$ cat src/rtl/output_backprop_pkg.sv
// Shared widths, FSM encoding and snapshot payload for the output-neuron backward pass.
package output_backprop_pkg;

  localparam int unsigned N_IN    = 8;
  localparam int unsigned X_W     = 10;
  localparam int unsigned W_W     = 8;
  localparam int unsigned F_W     = 23;
  localparam int unsigned T_W     = 4;
  localparam int unsigned ERR_W   = 24;
  localparam int unsigned IDX_W   = 3;
  localparam int unsigned X_BUS_W = N_IN * X_W;
  localparam int unsigned W_BUS_W = N_IN * W_W;

  typedef enum logic [1:0] {
    IDLE = 2'd0,
    ERR  = 2'd1,
    UPD  = 2'd2,
    DONE = 2'd3
  } state_t;

  // Inputs captured at the start edge; only these are used afterwards
  typedef struct packed {
    logic [F_W-1:0]     final_v;
    logic [T_W-1:0]     target_v;
    logic [X_BUS_W-1:0] x;
  } snap_t;

endpackage

$ cat src/rtl/output_backprop_weight_update_lane.sv
// One weight update: w - floor((err * x) / 2^LR_SHIFT), clamped to [0, W_MAX].
module output_backprop_weight_update_lane
  import output_backprop_pkg::*;
#(
  parameter int unsigned LR_SHIFT = 10,
  parameter int unsigned W_MAX    = 255
) (
  input  logic signed [ERR_W-1:0] err_i,
  input  logic        [X_W-1:0]   x_i,
  input  logic        [W_W-1:0]   w_i,
  output logic        [W_W-1:0]   w_new_o
);

  localparam int unsigned G_W = ERR_W + X_W + 1;
  localparam int unsigned C_W = G_W + 1;

  logic signed [G_W-1:0] err_ext;
  logic signed [G_W-1:0] x_ext;
  logic signed [G_W-1:0] grad;
  logic signed [G_W-1:0] delta;
  logic signed [C_W-1:0] cand;

  // Signed gradient, arithmetic shift (floor) and saturating subtract
  always_comb begin
    err_ext = {{(G_W-ERR_W){err_i[ERR_W-1]}}, err_i};
    x_ext   = {{(G_W-X_W){1'b0}}, x_i};
    grad    = err_ext * x_ext;
    delta   = grad >>> LR_SHIFT;
    cand    = {{(C_W-W_W){1'b0}}, w_i} - {delta[G_W-1], delta};
    if (cand[C_W-1]) begin
      w_new_o = '0;
    end else if (cand > C_W'(W_MAX)) begin
      w_new_o = W_W'(W_MAX);
    end else begin
      w_new_o = cand[W_W-1:0];
    end
  end

endmodule

$ cat src/rtl/output_backprop.sv
// Backward pass of the output neuron: error, then one weight update per cycle.
module output_backprop
  import output_backprop_pkg::*;
#(
  parameter int unsigned LR_SHIFT = 10,
  parameter int unsigned W_MAX    = 255
) (
  input  logic                    clk_i,
  input  logic                    rst_i,
  input  logic                    start_i,
  input  logic        [F_W-1:0]   final_i,
  input  logic        [T_W-1:0]   target_i,
  input  logic        [X_BUS_W-1:0] x_i,
  input  logic        [W_BUS_W-1:0] weights_i,
  output logic                    busy_o,
  output logic                    done_o,
  output logic signed [ERR_W-1:0] err_o,
  output logic        [W_BUS_W-1:0] weights_o
);

  state_t           state_q;
  state_t           state_d;
  logic [IDX_W-1:0] idx_q;
  snap_t            snap_q;
  logic             busy_d;
  logic             done_d;
  logic [X_W-1:0]   lane_x;
  logic [W_W-1:0]   lane_w;
  logic [W_W-1:0]   lane_w_new;

  // State register
  always_ff @(posedge clk_i or posedge rst_i) begin
    if (rst_i) state_q <= IDLE;
    else       state_q <= state_d;
  end

  // Next-state logic
  always_comb begin
    state_d = state_q;
    case (state_q)
      IDLE:    if (start_i) state_d = ERR;
      ERR:     state_d = UPD;
      UPD:     if (idx_q == IDX_W'(N_IN - 1)) state_d = DONE;
      DONE:    state_d = IDLE;
      default: state_d = IDLE;
    endcase
  end

  // Flag decode from the upcoming state so the flags register in step with it
  always_comb begin
    busy_d = 1'b0;
    done_d = 1'b0;
    if (state_d == ERR || state_d == UPD) busy_d = 1'b1;
    if (state_d == DONE)                  done_d = 1'b1;
  end

  // Shared lane operands selected by the update index
  always_comb begin
    lane_x = snap_q.x[idx_q*X_W +: X_W];
    lane_w = weights_o[idx_q*W_W +: W_W];
  end

  output_backprop_weight_update_lane #(
    .LR_SHIFT (LR_SHIFT),
    .W_MAX    (W_MAX)
  ) u_lane (
    .err_i   (err_o),
    .x_i     (lane_x),
    .w_i     (lane_w),
    .w_new_o (lane_w_new)
  );

  // Snapshot, error, per-lane writeback and registered flags
  always_ff @(posedge clk_i or posedge rst_i) begin
    if (rst_i) begin
      idx_q     <= '0;
      snap_q    <= '0;
      busy_o    <= 1'b0;
      done_o    <= 1'b0;
      err_o     <= '0;
      weights_o <= '0;
    end else begin
      busy_o <= busy_d;
      done_o <= done_d;
      case (state_q)
        IDLE: begin
          if (start_i) begin
            snap_q.final_v  <= final_i;
            snap_q.target_v <= target_i;
            snap_q.x        <= x_i;
            weights_o       <= weights_i;
          end
        end
        ERR: begin
          err_o <= ERR_W'({1'b0, snap_q.final_v}) - ERR_W'(snap_q.target_v);
          idx_q <= '0;
        end
        UPD: begin
          weights_o[idx_q*W_W +: W_W] <= lane_w_new;
          idx_q                       <= idx_q + IDX_W'(1);
        end
        default: ;
      endcase
    end
  end

endmodule

$ cat config.mk
export PLATFORM = sky130hd
export DESIGN_NAME = output_backprop
export DESIGN_NICKNAME = d
export VERILOG_FILES = /design/src/rtl/output_backprop_pkg.sv /design/src/rtl/output_backprop_weight_update_lane.sv /design/src/rtl/output_backprop.sv
export SDC_FILE = /design/constraint.sdc
export NUM_CORES = 1
export LEC_CHECK = 0
export ABC_AREA = 0
export BUFFER_PORTS_ARGS = -buffer_cell sky130_fd_sc_hd__buf_2
export CORE_AREA = 2 2 202 204
export DETAILED_ROUTE_END_ITERATION = 6
export DIE_AREA = 0 0 204 206
export PLACE_DENSITY = 0.68
export SYNTH_ARGS = -nofsm -noshare
export SYNTH_HDL_FRONTEND = slang
export SYNTH_SLANG_ARGS = --single-unit
$ cat constraint.sdc
create_clock -name clk_i -period 9.95 [get_ports clk_i]
set_input_delay 0.4975 -clock clk_i [delete_from_list [all_inputs] [get_ports clk_i]]
set_output_delay 0.4975 -clock clk_i [all_outputs]
set_load 0.02 [all_outputs]
* After elaboration in Yosys (flattened, before gate mapping)
Cells that the tools add are included.
** Cells by class
- Multipliers :: 2
- Order comparisons :: 1
- Reduce and logical (&&, ||, !) cells :: 6
- Add/sub/neg operators :: 4
- Multiplexer cells :: 11
- Shift operators :: 4
- Equality and inequality tests :: 8
** Operators with widths (count)
- 64-bit case mux with 2 select lines :: 1
- 80-bit by 8-bit indexed part select with 10-bit output :: 1
- 64-bit bitwise mux :: 1
- 64-bit two-way mux :: 1
- 8-bit by 34-bit variable shift with 64-bit output (first input constant) :: 1
- 64-bit by 7-bit indexed part select with 8-bit output :: 1
- 8-bit by 34-bit indexed part select with 64-bit output :: 1
- 36-bit by 8-bit > comparator with 1-bit output (second input constant) :: 1
- 24-bit by 11-bit multiplier with 35-bit output :: 1
- 6-bit negator with 34-bit output :: 1
- 9-bit by 25-bit subtractor with 26-bit output :: 1
- 23-bit by 4-bit subtractor with 24-bit output :: 1
- 8-bit two-way mux :: 2
- 2-bit == test (second input constant) :: 4
- 2-bit case mux with 4 select lines :: 1
- 3-bit by 3-bit multiplier with 6-bit output (second input constant) :: 1
- 3-bit case mux with 2 select lines :: 1
- 2-bit by 1-bit == test with 1-bit output (second input constant) :: 2
- 2-bit two-way mux :: 2
- 2-bit AND reduction :: 2
- 2-bit nonzero test :: 2
- 3-bit by 1-bit adder with 3-bit output (second input constant) :: 1
- 3-bit == test (second input constant) :: 1
- 2-bit logical NOT :: 1
- 3 further kinds :: 4
** Storage, ports and cells
- Bits in registers :: 202
- Bits of input ports :: 174
- Output and inout port bits :: 90

* Logic depth before layout (Yosys ltp)
Gate-level depths: netlist (run 1).
- Depth after elaboration :: 10
- Gate-level depth with buffers :: 38
- Gate-level depth less buffers :: 34

* Cells and area by module
Synthesis (run 1) repeated with hierarchy kept, for this count alone.
** Unflattened totals
- Cells, all modules :: 1969
- Area total of the unflattened synthesis :: 19801.5 µm²
** By module, submodules not included
- output_backprop :: times used 1, cells each 808, area an instance 9970.8 µm²
- output_backprop_weight_update_lane :: times used 1, cells each 1161, area an instance 9830.7 µm²

* Worst setup path after synthesis (run 1)
OpenSTA, ideal clock, no wires.
- Path type :: register to register
- Start point :: register idx_q[0]
- End point :: register weights_o[15]
- Cell stages (with the launch flop) :: 35
- Data required time :: 9.818 ns
- Path buffers :: 4
- Setup slack :: 0.822 ns
- Arrival :: 8.996 ns
- Setup time :: 0.132 ns
- Path through :: dfrtp_1 buf_6 buf_12 clkbuf_1 mux4_2 nand2_1 nand2_1 and2_1 fa_1 inv_1 fa_1 inv_1 fa_1 fa_1 fa_1 ha_1 buf_2 and3_1 nor3b_1 nand3_2 o21ai_2 xnor2_1 ha_1 nor2b_1 o21ai_0 a21boi_0 o21ai_0 a21oi_1 or4_4 a2111oi_4 o22ai_2 nor4_4 nand4_4 nor3b_4 o21ai_1
** On the way
- Word-level cells in the longest chain between the ends :: 10
- Elaborated cells on any way between the ends :: 13
- Those cells by class :: 2 x add/sub; 2 x mul; 1 x order compare; 4 x shift; 4 x mux
** RTL lines
- start, declared :: RTL line output_backprop.sv:23 : logic [IDX_W-1:0] idx_q;
- start signal, assigned :: RTL line output_backprop.sv:100 : idx_q <= idx_q + IDX_W'(1);
- 3-bit by 3-bit multiplier with 6-bit output :: RTL line output_backprop.sv:59 : lane_x = snap_q.x[idx_q*X_W +: X_W];
- 80-bit by 8-bit indexed part select with 10-bit output :: RTL line output_backprop.sv:59
- 24-bit by 11-bit multiplier with 35-bit output :: RTL line output_backprop_weight_update_lane.sv:27 : grad = err_ext * x_ext;
- 9-bit by 25-bit subtractor with 26-bit output :: RTL line output_backprop_weight_update_lane.sv:29 : cand = {{(C_W-W_W){1'b0}}, w_i} - {delta[G_W-1], delta};
- 36-bit by 8-bit > comparator with 1-bit output :: RTL line output_backprop_weight_update_lane.sv:32 : end else if (cand > C_W'(W_MAX)) begin
- 8-bit two-way mux :: RTL line output_backprop_weight_update_lane.sv:32
- 8-bit two-way mux :: RTL line output_backprop_weight_update_lane.sv:30 : if (cand[C_W-1]) begin
- 8-bit by 34-bit indexed part select with 64-bit output :: RTL line output_backprop.sv:99 : weights_o[idx_q*W_W +: W_W] <= lane_w_new;
- 64-bit bitwise mux * :: RTL line output_backprop.sv:99
- 64-bit case mux with 2 select lines * :: RTL line output_backprop.sv:85 : case (state_q)
- end signal, assigned :: RTL line output_backprop.sv:91 : weights_o <= weights_i;
- end signal, assigned by index :: RTL line output_backprop.sv:99
- end, declared :: RTL line output_backprop.sv:18 : output logic [W_BUS_W-1:0] weights_o
Mark *: on every way between the ends. The rest lies on a longest branch, timed or not.
A chain may end at the register's enable or synchronous reset.

* Worst setup path in the final report (run 1)
- Start point :: register idx_q[0]
- End point :: register weights_o[24]
The elaborated chain is that of the path after synthesis.

==> run summary, run 1 <==
Synth Register Bits -> 202
top post-synthesis cells by area -> dfrtp_1 26%, fa_1 21%, mux2_2 6.4%, ha_1 6.0%, inv_1 4.5%
Post-synth EDFFs -> 0
fin. max-slew vios -> 0
Netlist cell types -> 95
Total Wirelength -> 56,510 µm
Post-Synth Simple-Gate Area -> 0.1660
nets -> 2,678
Vias/cell -> 5.723
Critical Path RT -> 10.35 ns
syn_area_per_cell -> 9.975 µm²
root buffer cell -> clkbuf_16
Post-synth top cells -> 234 x inv_1, 210 x fa_1, 204 x nand2_1
antenna viol nets, final -> 0
largest family of logic cells by synthesized area -> adder cells
I/O Pins -> 264
Antenna diodes -> 0
initial core utilization -> 0.4890
Final Util -> 0.5572
register area share after synthesis -> 0.2572
Compound-Gate Fraction of Synth Area -> 0.1007
Syn Inst Count -> 1,970
die height -> 206 µm
Async SR Flop Fraction -> 1.000
Most used DFF post-synth -> dfrtp_1
I/O Buffers -> 263
clk_lat worst skew -> 0.54 ns
largest net degree at the start of global routing -> 127
1st-iter DRT viols -> 1,037
Hold Path Class -> in -> async
Reg-to-Reg Start -> idx_q[0]$_DFFE_PP0P_
initial antenna violation count -> 8
final cell count without fillers -> 2,748
Crit path largest cell delay -> 0.65 ns
grt ovf -> 0
Vias -> 15.73k
Yosys top cell by area -> dfrtp_1
endpoints failing hold -> 0
Slew Limit Headroom -> 0.2935
post-synthesis adder-cell area fraction -> 0.2738
Mapped Area -> 19,650 µm²
number of fill cells in the layout -> 3,587
Yosys warnings -> 0
area grow syn2layout -> 13.93%
first-pass GRT wire length -> 90,940 µm
Worst-path clk slew -> 0.06 ns
multi-input logic area -> 13,300 µm²
Worst-Margin Slew -> 1.060 ns
critical path fanouts, max -> 23
share of post-route cells with drive strength above 1 -> 0.2405
post-synth top area share -> 0.2572
vias in the first global route -> 16.49k
Die Span X -> 204 µm
post-synthesis mux area share -> 0.1109
Num CTS Buffers -> 24
CTS tree -> done
max cap viols -> 0
Max Clock Freq -> 0.1047 GHz
Critical Path AT -> 9.96 ns
slowest stage cell, crit path -> dfrtp_4
cell count after placement -> 2,694
Final GP Congestion -> 0.9440
CTS max path bufs -> 3
status -> completed
XOR/XNOR Fraction of Synth Area -> 0.02445
Tcrit/Tclk final -> 0.9599
most common cell in the netlist -> inv_1
HPWL Detailed -> 44,500 µm
skew final -> 0.008908 ns
GRT Util Overall -> 0.2771
area of the die -> 42,020 µm²
Post-CTS Hold Buffers -> 0
crit path launch type -> flop
H-tree lvl count -> 1
DR WL/cell -> 20.56 µm
most frequent cell on the critical path -> fa_1
kind of end point of the critical path -> flop
first drt pass iteration count -> 5
Mapped Nets -> 2,448
register area -> 5060 µm²
Final setup viols -> 0
row count -> 74
fin crit period -> 9.551 ns
Sinks on Clock Net -> 202
CP Class -> reg -> reg
DRC violation count after routing -> 0
Critical Path Source -> idx_q[0]$_DFFE_PP0P_
core area -> 40,180 µm²
[registers in the layout, summed over array words and instances (netlist names)]
signal,cells
state_q,2
busy_o,1
snap_q,107
idx_q,3
err_o,24
weights_o,64
done_o,1
[critical path, delay by kind of cell (launching register included)]
kind                     cells  cell delay, ns
buffers and inverters        4            0.52
XOR/XNOR                     1            0.09
multiplexers                 1            0.60
AND/OR/NAND/NOR             11            2.93
adder cells (fa/ha/maj)      7            3.30
AO/OA/AOI/OAI                7            1.29
flip-flops                   1            0.65
[cells by family after synthesis]
logic type	Yosys count
xor gates and xnor gates	54
DFF	202
AOI/OAI and AO/OA	317
muxes	162
and+or+nand+nor	591
adders and majority gates	304
buffers and inverters	340
[timing repair]
| item | CTS | global route |
|---|---|---|
| endpoints found under the setup margin | 0 | 64 |
| hold endpoints to repair | 0 | 0 |
| resized for setup | 0 | 2 |
| setup buffers | 0 | 12 |
[stage by stage]
| step | cell area, µm² | TNS (ns) | worst slack [ns] | hold slack, ns |
|---|---|---|---|---|
| after floorplan | 19650 | 0 | 0.8222 | 0.4704 |
| after global placement | 21490 | 0 | 0.2723 | 0.4823 |
| after detailed placement | 21490 | 0 | 0.06553 | 0.4867 |
| after CTS | 22270 | 0 | 0.03083 | 0.1633 |
| after global routing | 22390 | -0.04306 | -0.01688 | 0.1696 |
| final | 22390 | 0 | 0.3985 | 0.1627 |
[final cells by class]
cell class | instances | share of cell area
well taps | 532 | 0.02973
repair buffers | 308 | 0.07556
multi-input cells | 1428 | 0.5942
clock inverters | 11 | 0.004862
flip-flops and latches | 202 | 0.2260
clock buffers | 31 | 0.02979
inverters | 236 | 0.03990
[metal layers]
metal,GRT usage,share of wire,vias up,wire (µm)
met5,0,0.0014,-,79
met3,0.04462,0.070,129,3983
li1,-,-,7091,-
met2,0.4608,0.48,645,27170
met4,0.08980,0.035,14,1963
met1,0.3725,0.41,7848,23310
[cells in the final DEF (no fill, tap or decap), drive strengths merged, types with 4 or more instances in the layout]
master,n
and2,38
a21oi,119
clkinv,7
ha,94
o21ai,101
nor2b,60
nor4,15
dfrtp,202
nand2b,8
mux4,32
a22oi,5
fa,210
xnor2,39
a31oi,5
inv,238
nand4,15
a211oi,9
o31ai,8
xor2,15
nand2,205
buf,308
or4,4
a21o,24
nor2,60
clkbuf,31
nand3,23
o21a,5
nor3b,68
o21bai,4
mux2,111
and3,45
mux2i,19
nor3,31
[final timing paths]
check / to / slack, ns / depth (start not counted)
max: weights_o[24]$_DFFE_PP0P_ / 0.40 / 31
min: snap_q[17]$_DFFE_PP0P_ / 0.16 / 2
max reg2reg: weights_o[24]$_DFFE_PP0P_ / 0.40 / 31
min reg2reg: snap_q[48]$_DFFE_PP0P_ / 0.50 / 1
max in group asynchronous: weights_o[7]$_DFFE_PP0P_ / 8.19 / 3
min in group clk_i: snap_q[15]$_DFFE_PP0P_ / 0.19 / 2
Power of run 1 is not shown: default switching activity piles up to over one toggle a cycle in this logic, so the estimate is an artifact.
==> run 2, diff against run 1 <==
--- a/config.mk
+++ b/config.mk
@@ -5,11 +5,11 @@
 export SDC_FILE = /design/constraint.sdc
 export NUM_CORES = 1
 export LEC_CHECK = 0
-export ABC_AREA = 0
+export ABC_AREA = 1
 export BUFFER_PORTS_ARGS = -buffer_cell sky130_fd_sc_hd__buf_2
-export CORE_AREA = 2 2 202 204
+export CORE_AREA = 2 2 203 205
 export DETAILED_ROUTE_END_ITERATION = 6
-export DIE_AREA = 0 0 204 206
+export DIE_AREA = 0 0 205 207
 export PLACE_DENSITY = 0.68
 export SYNTH_ARGS = -nofsm -noshare
 export SYNTH_HDL_FRONTEND = slang
==> run 2 against run 1 <==
Net effect:
- first-iteration DRC count up 27%
- utilization about the same
- register-to-register slack better by 0.31 ns
- sequential cell count unchanged
- hold slack worse by 0.0094 ns
- sequential share of layout area down 0.13 points
- synthesized area up 1.1%
- cell count up 20%
- clock skew up 0.0082 ns
- critical endpoint is now weights_o[38]$_DFFE_PP0P_
==> run summary, run 2 <==
vias in the first global route -> 18.57k (+13%)
nets -> 3,238 (+21%)
Final setup viols -> 0 (unchanged)
Num CTS Buffers -> 24 (unchanged)
Syn Inst Count -> 2,539 (+29%)
initial core utilization -> 0.4922 (+0.003181)
number of fill cells in the layout -> 3,904 (+8.8%)
Max Clock Freq -> 0.1082 GHz (+3.4%)
Sinks on Clock Net -> 202 (unchanged)
post-synth top area share -> 0.2544 (-0.002834)
grt ovf -> 0 (unchanged)
Antenna diodes -> 0 (unchanged)
hold slack -> 0.1533 ns (-0.009381 ns)
commonest non-fill, non-tap cells in the layout -> 410 x inv_1, 398 x nor2_1, 374 x nand2_1
Die Span X -> 205 µm (+0.49%)
max cap viols -> 0 (unchanged)
H-tree lvl count -> 1 (unchanged)
Vias/cell -> 5.485 (-4.2%)
setup total negative slack -> 0 ns (unchanged)
final cell count without fillers -> 3,306 (+20%)
Hold Path Class -> in -> async
DRC violation count after routing -> 0 (unchanged)
largest net degree at the start of global routing -> 134 (+5.5%)
initial antenna violation count -> 1 (-7)
max FFs per register -> 107 (unchanged)
area grow syn2layout -> 13.27%
first-pass GRT wire length -> 98,770 µm (+8.6%)
Post-synth EDFFs -> 0 (unchanged)
clk_lat worst skew -> 0.54 ns (about the same)
CP Class -> reg -> reg
root buffer cell -> clkbuf_16
antenna viol nets, final -> 0 (unchanged)
critical path fanouts, max -> 43 (+87%)
1st-iter DRT viols -> 1,312 (+27%)
slowest stage cell, crit path -> fa_1
Post-synth top cells -> 413 x inv_1, 398 x nor2_1, 375 x nand2_1
syn_area_per_cell -> 7.826 µm² (-22%)
Total Wirelength -> 61,350 µm (+8.6%)
Critical Path RT -> 10.37 ns (+0.02 ns)
fin crit period -> 9.239 ns (-0.3127 ns)
Mapped Area -> 19,870 µm² (+1.1%)
share of post-route cells with drive strength above 1 -> 0.1658 (-0.07470)
most common cell in the netlist -> inv_1
top post-synthesis cells by area -> dfrtp_1 25%, fa_1 21%, inv_1 7.8%, nor2_1 7.5%, nand2_1 7.1%
Mapped Nets -> 3,017 (+23%)
Final GP Congestion -> 0.9629 (+2.0%)
Crit path largest cell delay -> 0.55 ns (-0.10 ns)
Largest Register -> snap_q
area of the die -> 42,440 µm² (+0.98%)
Post-CTS Hold Buffers -> 0 (unchanged)
most frequent cell on the critical path -> nand2_1
CTS max path bufs -> 3 (unchanged)
status -> completed
endpoints failing hold -> 0 (unchanged)
Vias -> 18.14k (+15%)
register area share after synthesis -> 0.2544 (-0.002834)
cell count after placement -> 3,263 (+21%)
I/O Pins -> 264 (unchanged)
Yosys warnings -> 0 (unchanged)
Most used DFF post-synth -> dfrtp_1
I/O Buffers -> 263 (unchanged)
Tcrit/Tclk final -> 0.9285 (-0.03143)
GRT Util Overall -> 0.2930 (+0.01595)
kind of end point of the critical path -> flop
crit path launch type -> flop
Yosys top cell by area -> dfrtp_1
Async SR Flop Fraction -> 1.000 (unchanged)
skew final -> 0.01708 ns (+0.008176 ns)
Worst-path clk slew -> 0.06 ns (about the same)
core area -> 40,370 µm² (+0.46%)
Critical Path AT -> 9.66 ns (-0.30 ns)
Top Registers -> snap_q (107), weights_o (64), err_o (24)
row count -> 74 (unchanged)
Synth Register Bits -> 202 (unchanged)
Netlist cell types -> 47 (-51%)
fin. max-slew vios -> 0 (unchanged)
first drt pass iteration count -> 6 (+1)
Slew Limit Headroom -> 0.3122 (+0.01868)
most common cell after layout, fill and taps aside -> inv_1
DR WL/cell -> 18.56 µm (-9.8%)
die height -> 207 µm (+0.49%)
CTS tree -> done
HPWL Detailed -> 48,520 µm (+9.0%)
RSZ-0062 raised after global routing -> no
Worst-Margin Slew -> 1.032 ns (-0.02802 ns)
## run 2: cell type report
cell class	count	area [µm²]	share of cell area
inverter	430	1637	0.07272
clock inverter	7	100.1	0.004447
tap	532	665.6	0.02958
sequential	202	5056	0.2246
timing repair buffer	286	1489	0.06616
timing repair inverter	1	5.005	0.0002224
clock buffer	33	694.4	0.03085
multi-input combinational	1815	12860	0.5714
## run 2: per-stage QoR
step | utilization | setup slack (ns) | cell area [µm²]
floorplan | - | 1.813 | 19870
global placement | 0.5366 | 0.7058 | 21660
detailed placement | 0.5366 | 0.7427 | 21660
CTS | 0.5563 | 0.7115 | 22460
global route | 0.5575 | 0.003166 | 22510
finish | 0.5575 | 0.7112 | 22510
## run 2: cell families (layout without fill, tap and decap cells)
family                     after synthesis  after routing  synth area share
and+or+nand+nor                       1001           1001            0.2170
buffers and inverters                  522            757           0.09955
AOI/OAI and AO/OA                      428            428            0.1157
adders and majority gates              304            304            0.2708
DFF                                    202            202            0.2544
muxes                                   51             51           0.02890
xor gates and xnor gates                31             31           0.01366
## run 2: layer usage
metal / part of all wire / up-vias / wire, µm / GRT usage
met5: 0.00015 / - / 9 / 0
met4: 0.029 / 2 / 1791 / 0.08980
met3: 0.079 / 137 / 4877 / 0.05129
met2: 0.47 / 752 / 29010 / 0.4789
met1: 0.42 / 8802 / 25660 / 0.3975
li1: - / 8442 / - / -
## run 2: worst paths after layout
path	startpoint	endpoint	slack (ns)	cells after the start
max	idx_q[0]$_DFFE_PP0P_	weights_o[38]$_DFFE_PP0P_	0.71	42
min	rst_i	snap_q[55]$_DFFE_PP0P_	0.15	2
max reg2reg	idx_q[0]$_DFFE_PP0P_	weights_o[38]$_DFFE_PP0P_	0.71	42
min reg2reg	snap_q[45]$_DFFE_PP0P_	snap_q[45]$_DFFE_PP0P_	0.50	1
max in group asynchronous	rst_i	idx_q[0]$_DFFE_PP0P_	8.20	3
min in group clk_i	x_i[76]	snap_q[76]$_DFFE_PP0P_	0.19	2
## run 2: worst max-delay path, delay by kind of cell, from the launching register on
kind | cells | cell delay, ns
AO/OA/AOI/OAI | 8 | 1.39
buffers and inverters | 5 | 1.08
flip-flops | 1 | 0.50
adder cells (fa/ha/maj) | 7 | 3.26
XOR/XNOR | 1 | 0.22
AND/OR/NAND/NOR | 21 | 2.63
## run 2: what timing repair did
| item | 4_1_cts | 5_1_grt |
|---|---|---|
| buffers inserted | 0 | 2 |
| endpoints found under the hold margin | 0 | 0 |
| gates resized for setup | 0 | 6 |
| setup endpoints to repair | 0 | 56 |
Power of run 2 is left out for the same reason.
